$ cat src/rtl/vga_frame_reader.sv
// VGA scan-out engine: timing generation, frame-buffer fetch with integer up-scaling,
// frame skip after enable and optional double buffering. All outputs share one pipeline delay.
//
// state  | meaning
// S_IDLE | scan-out off, syncs running, screen black
// S_SKIP | enabled, discarding whole frames until the skip count is reached
// S_RUN  | frame buffer is read and displayed
module vga_frame_reader #(
    parameter int H_DISP      = 640,
    parameter int H_FP        = 16,
    parameter int H_PULSE     = 96,
    parameter int H_BP        = 48,
    parameter int V_DISP      = 480,
    parameter int V_FP        = 10,
    parameter int V_PULSE     = 2,
    parameter int V_BP        = 33,
    parameter int PIX_W       = 9,
    parameter int SCALE_SHIFT = 0,
    parameter int RD_LAT      = 1,
    parameter int SKIP_FRAMES = 2,
    parameter int DOUBLE_BUF  = 0,
    parameter int ADDR_W      = 19
) (
    input  logic                 i_clk25m,
    input  logic                 i_rst_clk25m,
    input  logic                 i_enable,
    input  logic                 i_buf_sel,
    input  logic [PIX_W-1:0]     i_pix_data,
    output logic [ADDR_W-1:0]    o_pix_addr,
    output logic                 o_pix_rd,
    output logic [9:0]           o_VGA_x,
    output logic [9:0]           o_VGA_y,
    output logic                 o_VGA_hsync,
    output logic                 o_VGA_vsync,
    output logic                 o_VGA_video,
    output logic [PIX_W/3-1:0]   o_VGA_red,
    output logic [PIX_W/3-1:0]   o_VGA_green,
    output logic [PIX_W/3-1:0]   o_VGA_blue,
    output logic                 o_frame_start
);

    localparam int H_TOT   = H_DISP + H_FP + H_PULSE + H_BP;
    localparam int V_TOT   = V_DISP + V_FP + V_PULSE + V_BP;
    localparam int FB_W    = H_DISP >> SCALE_SHIFT;
    localparam int FB_H    = V_DISP >> SCALE_SHIFT;
    localparam int FB_SIZE = FB_W * FB_H;
    localparam int LAT     = RD_LAT + 2;
    localparam int SKIP_W  = (SKIP_FRAMES > 1) ? $clog2(SKIP_FRAMES) : 1;
    localparam int SUB_W   = (SCALE_SHIFT > 0) ? SCALE_SHIFT : 1;
    localparam int MW      = 24;
    localparam int SR_W    = LAT * MW;

    localparam logic [9:0]        Y_MASK    = 10'((1 << SCALE_SHIFT) - 1);
    localparam logic [SUB_W-1:0]  SUB_MAX   = SUB_W'((1 << SCALE_SHIFT) - 1);
    localparam logic [ADDR_W-1:0] FB_W_A    = ADDR_W'(FB_W);
    localparam logic [ADDR_W-1:0] FB_SIZE_A = ADDR_W'(FB_SIZE);

    typedef enum logic [1:0] {S_IDLE, S_SKIP, S_RUN} state_t;

    typedef struct packed {
        logic       fs;
        logic       video;
        logic       vsync;
        logic       hsync;
        logic [9:0] y;
        logic [9:0] x;
    } meta_t;

    localparam meta_t META_RST = '{fs: 1'b0, video: 1'b0, vsync: 1'b1, hsync: 1'b1, y: 10'd0, x: 10'd0};

    logic [9:0]        cnt_x, cnt_y;
    logic              line_end, frame_end;
    logic              raw_hsync, raw_vsync, raw_video;
    state_t            state, state_nxt;
    logic [SKIP_W-1:0] skip_cnt, skip_cnt_nxt;
    logic              running;
    logic [ADDR_W-1:0] base, base_nxt, row_base, col;
    logic [SUB_W-1:0]  sub;
    logic [RD_LAT-1:0] rd_dly;
    meta_t             meta_raw, meta_out;
    logic [SR_W-1:0]   meta_sr;

    assign line_end  = (cnt_x == 10'(H_TOT - 1));
    assign frame_end = line_end && (cnt_y == 10'(V_TOT - 1));

    always_ff @(posedge i_clk25m or posedge i_rst_clk25m) begin
        if (i_rst_clk25m) begin
            cnt_x <= '0;
            cnt_y <= '0;
        end else if (line_end) begin
            cnt_x <= '0;
            cnt_y <= (cnt_y == 10'(V_TOT - 1)) ? '0 : cnt_y + 10'd1;
        end else begin
            cnt_x <= cnt_x + 10'd1;
        end
    end

    always_comb begin
        raw_hsync = !((cnt_x >= 10'(H_DISP + H_FP)) && (cnt_x <= 10'(H_DISP + H_FP + H_PULSE - 1)));
        raw_vsync = !((cnt_y >= 10'(V_DISP + V_FP)) && (cnt_y <= 10'(V_DISP + V_FP + V_PULSE - 1)));
        raw_video = (cnt_x < 10'(H_DISP)) && (cnt_y < 10'(V_DISP));
    end

    always_ff @(posedge i_clk25m or posedge i_rst_clk25m) begin
        if (i_rst_clk25m) begin
            state    <= S_IDLE;
            skip_cnt <= '0;
        end else begin
            state    <= state_nxt;
            skip_cnt <= skip_cnt_nxt;
        end
    end

    // Decisions are taken only at frame end so every displayed frame is whole.
    always_comb begin
        state_nxt    = state;
        skip_cnt_nxt = skip_cnt;
        if (frame_end) begin
            case (state)
                S_IDLE: begin
                    if (i_enable) begin
                        if (SKIP_FRAMES == 0) begin
                            state_nxt = S_RUN;
                        end else begin
                            state_nxt    = S_SKIP;
                            skip_cnt_nxt = '0;
                        end
                    end
                end
                S_SKIP: begin
                    if (!i_enable)
                        state_nxt = S_IDLE;
                    else if (skip_cnt == SKIP_W'(SKIP_FRAMES - 1))
                        state_nxt = S_RUN;
                    else
                        skip_cnt_nxt = skip_cnt + 1'b1;
                end
                S_RUN: begin
                    if (!i_enable)
                        state_nxt = S_IDLE;
                end
                default: state_nxt = S_IDLE;
            endcase
        end
    end

    always_comb begin
        running = (state == S_RUN);
    end

    assign base_nxt = ((DOUBLE_BUF != 0) && i_buf_sel) ? FB_SIZE_A : '0;

    // Incremental address walk: a line is re-read until its last replicated copy.
    always_ff @(posedge i_clk25m or posedge i_rst_clk25m) begin
        if (i_rst_clk25m) begin
            base     <= '0;
            row_base <= '0;
            col      <= '0;
            sub      <= '0;
        end else if (frame_end) begin
            base     <= base_nxt;
            row_base <= base_nxt;
            col      <= '0;
            sub      <= '0;
        end else if (raw_video) begin
            if (cnt_x == 10'(H_DISP - 1)) begin
                col <= '0;
                sub <= '0;
                if ((cnt_y & Y_MASK) == Y_MASK)
                    row_base <= row_base + FB_W_A;
            end else if (sub == SUB_MAX) begin
                sub <= '0;
                col <= col + 1'b1;
            end else begin
                sub <= sub + 1'b1;
            end
        end
    end

    always_ff @(posedge i_clk25m or posedge i_rst_clk25m) begin
        if (i_rst_clk25m) begin
            o_pix_addr <= '0;
            o_pix_rd   <= 1'b0;
            rd_dly     <= '0;
        end else begin
            o_pix_addr <= row_base + col;
            o_pix_rd   <= running && raw_video;
            rd_dly     <= RD_LAT'({rd_dly, o_pix_rd});
        end
    end

    always_ff @(posedge i_clk25m or posedge i_rst_clk25m) begin
        if (i_rst_clk25m)
            {o_VGA_red, o_VGA_green, o_VGA_blue} <= '0;
        else if (rd_dly[RD_LAT-1])
            {o_VGA_red, o_VGA_green, o_VGA_blue} <= i_pix_data;
        else
            {o_VGA_red, o_VGA_green, o_VGA_blue} <= '0;
    end

    always_comb begin
        meta_raw.fs    = running && (cnt_x == 10'd0) && (cnt_y == 10'd0);
        meta_raw.video = raw_video;
        meta_raw.vsync = raw_vsync;
        meta_raw.hsync = raw_hsync;
        meta_raw.y     = cnt_y;
        meta_raw.x     = cnt_x;
    end

    // Timing metadata travels alongside the read so the pins describe one pixel.
    always_ff @(posedge i_clk25m or posedge i_rst_clk25m) begin
        if (i_rst_clk25m)
            meta_sr <= {LAT{META_RST}};
        else
            meta_sr <= SR_W'({meta_sr, meta_raw});
    end

    assign meta_out      = meta_sr[SR_W-1 -: MW];
    assign o_VGA_x       = meta_out.x;
    assign o_VGA_y       = meta_out.y;
    assign o_VGA_hsync   = meta_out.hsync;
    assign o_VGA_vsync   = meta_out.vsync;
    assign o_VGA_video   = meta_out.video;
    assign o_frame_start = meta_out.fs;

endmodule

$ cat config.mk
export PLATFORM = sky130hd
export DESIGN_NAME = vga_frame_reader
export DESIGN_NICKNAME = d
export VERILOG_FILES = /design/src/rtl/vga_frame_reader.sv
export SDC_FILE = /design/constraint.sdc
export NUM_CORES = 1
export LEC_CHECK = 0
export CORE_ASPECT_RATIO = 0.9
export CORE_UTILIZATION = 50
export CTS_CLUSTER_SIZE = 25
export DETAILED_ROUTE_END_ITERATION = 16
export PLACE_DENSITY_LB_ADDON = 0.05
export SYNTH_ARGS = -nofsm -noshare
export SYNTH_HDL_FRONTEND = slang
export SYNTH_SLANG_ARGS = --single-unit
$ cat constraint.sdc
create_clock -name i_clk25m -period 6.2 [get_ports i_clk25m]
set_clock_uncertainty 0.15 [all_clocks]
set_input_delay 1.24 -clock i_clk25m [delete_from_list [all_inputs] [get_ports i_clk25m]]
set_output_delay 1.24 -clock i_clk25m [all_outputs]
set_load 0.05 [all_outputs]
==> key figures <==
Outcome
  • Run status: complete, no violations

STA
  • RSZ-0062 raised after global routing: no
  • Period utilization: 50.0%
  • Tmin final: 3.10 ns
  • Slew Limit Headroom: 32.3%
  • Slew Viols, Final: 0
  • Final setup TNS: 0 ns
  • Hold Fails Final Rpt: 0
  • Final setup viols: 0
  • Upper clock frequency limit: 322 MHz
  • Worst Max-Slew Pin Slew: 1.02 ns
  • Setup WS post-layout: 3.10 ns

Placement
  • Place WS: 2.97 ns
  • Port Buf Inserts: 64
  • HPWL after detailed placement: 6860 um
  • GP Congestion: 0.798
  • Placed Instance Area: 6740 um2

Detailed routing
  • WL per Instance: 14.5 um
  • Total number of vias: 3803
  • WL final: 10500 um
  • DRT iter0 DRCs: 249
  • Initial DRT Pass Iterations: 5
  • Vias per std cell: 5.27
  • Residual DRC: 0
  • Antenna viol nets, final: 0

Setup path
  • Cell family with most CP delay: buffers and inverters
  • Crit-path slowest cell: clkdlybuf4s50_1
  • Critical Path Max Stage Delay: 0.79 ns
  • Worst setup SP type: flop
  • Buf/Inv on CP: 1
  • CP Data Arrival Time: 1.71 ns
  • Endpoint class of the critical path: primary output
  • Worst path cell trace: clkdlybuf4s50_1
  • Critical path peak fanout: 1
  • Crit Path Category: reg2out
  • Worst Path Required: 4.81 ns

Clocking
  • CTS tree: done
  • Clock sink count: 156
  • Maximum clock insertion buffer count: 2
  • Clk root buf: clkbuf_16
  • Num CTS Buffers: 17
  • Worst-path clk slew: 0.06 ns
  • CTS resizes: 0
  • Post-CTS Setup Inserts: 0
  • H-tree depth: 4
  • Post-CTS Hold Fix Bufs: 0
  • Worst skew pair latency: 0.42 ns

Die
  • Starting Density: 51.2%
  • Core footprint: 12100 um2
  • Height of the die: 108 um
  • Die X: 119 um
  • Row count: 38
  • Die area: 12800 um2
  • Top Ports: 66

Synth
  • Register area share after synthesis: 63.3%
  • Syn_area_per_cell: 12.2 um2
  • Post-synthesis mux area share: 0.405%
  • XOR/XNOR share of the synthesized area: 5.10%
  • Adder-cell area share of the yosys netlist: 3.64%
  • Largest family of logic cells by synthesized area: simple AND/OR/NAND/NOR gates
  • Syn. warnings: 0
  • Post-synth design cell area: 6180 um2
  • Cell count after synthesis: 506
  • Post-synthesis compound-gate area fraction: 7.41%
  • Synth Area in Simple Gates: 14.8%
  • Post-synth ARST share: 100%
  • Synthesized net count: 537
  • Synth cell types: 58
  • Flops & latches, synth: 156
  • Synth Flop Type: dfrtp_1
  • EDFF count, synth: 0

Worst hold path
  • HP Class: reg2reg

GRT
  • Initial antenna violation count: 0
  • Met3 Track Usage GR: 6.41%
  • Number of global-route vias before repair: 3599
  • Total Routing Usage GR: 18.3%
  • GRT overflow: 0
  • Busiest metal layer after global routing: met1
  • Pin count of the biggest net entering global routing: 121
  • GR Layer Usage met2: 25.9%
  • First-pass GRT wire length: 17800 um
  • M1 GR Usage: 26.0%

Cells and area
  • Area grow syn2layout: 18.4%
  • N_diodes: 0
  • Fin util: 60.6%
  • Layout cells sized above 1: 8.38%
  • Most frequent cells in the layout: dfrtp_1 (150), clkdlybuf4s50_1 (64), nor2_1 (40)
  • FF+latch area: 3910 um2
  • Post-route cell area: 7320 um2
  • Area occupied by multi-input gates: 1940 um2
  • FILL cells: 963
  • Nets: 579
  • Most common cell after layout, fill and taps aside: dfrtp_1

Pwr
  • Pleak: 3.37 nW
  • Total power: 2.04 mW
  • Power per standard cell area: 278 nW/um2
  • Worst vdd ir: 208 uV

Flow run
  • Max cap viols: 0
-- registers in the layout, indices dropped and copies added (netlist names) --
signal       count
meta_sr         72
col             19
o_pix_addr      19
row_base        12
cnt_x           10
cnt_y           10
o_VGA_blue       3
o_VGA_green      3
o_VGA_red        3
state            2
o_pix_rd         1
rd_dly           1
skip_cnt         1
-- routing by layer --
layer / up-vias / part of all wire [%] / routed length, um
met5: - / 0 / 0
met4: 0 / 0.71 / 74
met3: 6 / 5.8 / 603
met2: 99 / 44 / 4560
met1: 1879 / 50 / 5230
li1: 1819 / - / -
-- cell usage after synthesis (2+ instances only) --
cell	number	area (um2)
nor3b_1	3	22.5
buf_2	5	25.0
and2_1	11	68.8
dfstp_2	6	158
o21a_1	2	15.0
dfrtp_1	150	3750
inv_1	11	41.3
o31ai_1	3	22.5
a41oi_1	3	26.3
a211oi_1	3	22.5
nand3b_1	2	15.0
a21o_1	4	30.0
nor2_1	40	150
or4_1	2	15.0
nand3_1	22	110
nand4_1	11	68.8
nor4_1	6	37.5
buf_4	20	150
nor2b_1	5	31.3
a21oi_1	24	120
nor3_1	10	50.1
and4_1	2	17.5
xor2_1	16	140
or3_1	7	43.8
nand2_1	22	82.6
a22oi_1	2	15.0
ha_1	18	225
nand4b_1	4	35.0
clkbuf_8	2	27.5
xnor2_1	20	175
o21ai_0	20	100
nor4b_1	4	35.0
and3_1	10	62.6
clkbuf_1	12	45.0
-- area by class of cell --
| cell class | count | share of cell area, % |
|---|---|---|
| Timing Repair Buffer | 65 | 8.85 |
| Clock inverter | 12 | 1.66 |
| Multi-Input combinational cell | 297 | 26.4 |
| Inverter | 11 | 0.632 |
| Clock buffer | 20 | 6.24 |
| Sequential cell | 156 | 53.4 |
| Tap cell | 160 | 2.74 |
-- where the power goes --
group | internal (mW) | switching (mW) | leakage (nW)
clock | 0.609 | 0.382 | 0.281
sequential | 1.02 | 0 | 2.05
combinational | 0.00669 | 0.0195 | 1.04
total | 1.63 | 0.401 | 3.37
-- kinds of logic after synthesis --
logic type,Yosys count
AOI/OAI and AO/OA,73
xor gates and xnor gates,36
adders and majority gates,18
buffers and inverters,53
DFF,156
muxes,2
and+or+nand+nor,168
-- stage by stage --
step | instances | hold slack (ns)
2_1_floorplan | 506 | 0.181
3_3_place_gp | 689 | 0.182
3_5_place_dp | 689 | 0.185
4_1_cts | 721 | 0.194
5_1_grt | 721 | 0.198
6_report | 721 | 0.192
-- worst paths after layout --
kind                               from          end  slack, ns  cells after the start
hold / removal              meta_sr[15]  meta_sr[39]       0.19                      0
setup reg to reg               cnt_x[7]     skip_cnt       3.39                      5
hold reg to reg             meta_sr[15]  meta_sr[39]       0.19                      0
min in group asynchronous  i_rst_clk25m  meta_sr[65]       1.31                      2
setup / recovery            meta_sr[68]  o_VGA_hsync       3.10                      1
max in group asynchronous  i_rst_clk25m  meta_sr[44]       3.51                      3
Note: power is estimated with default switching activity, not from simulation.
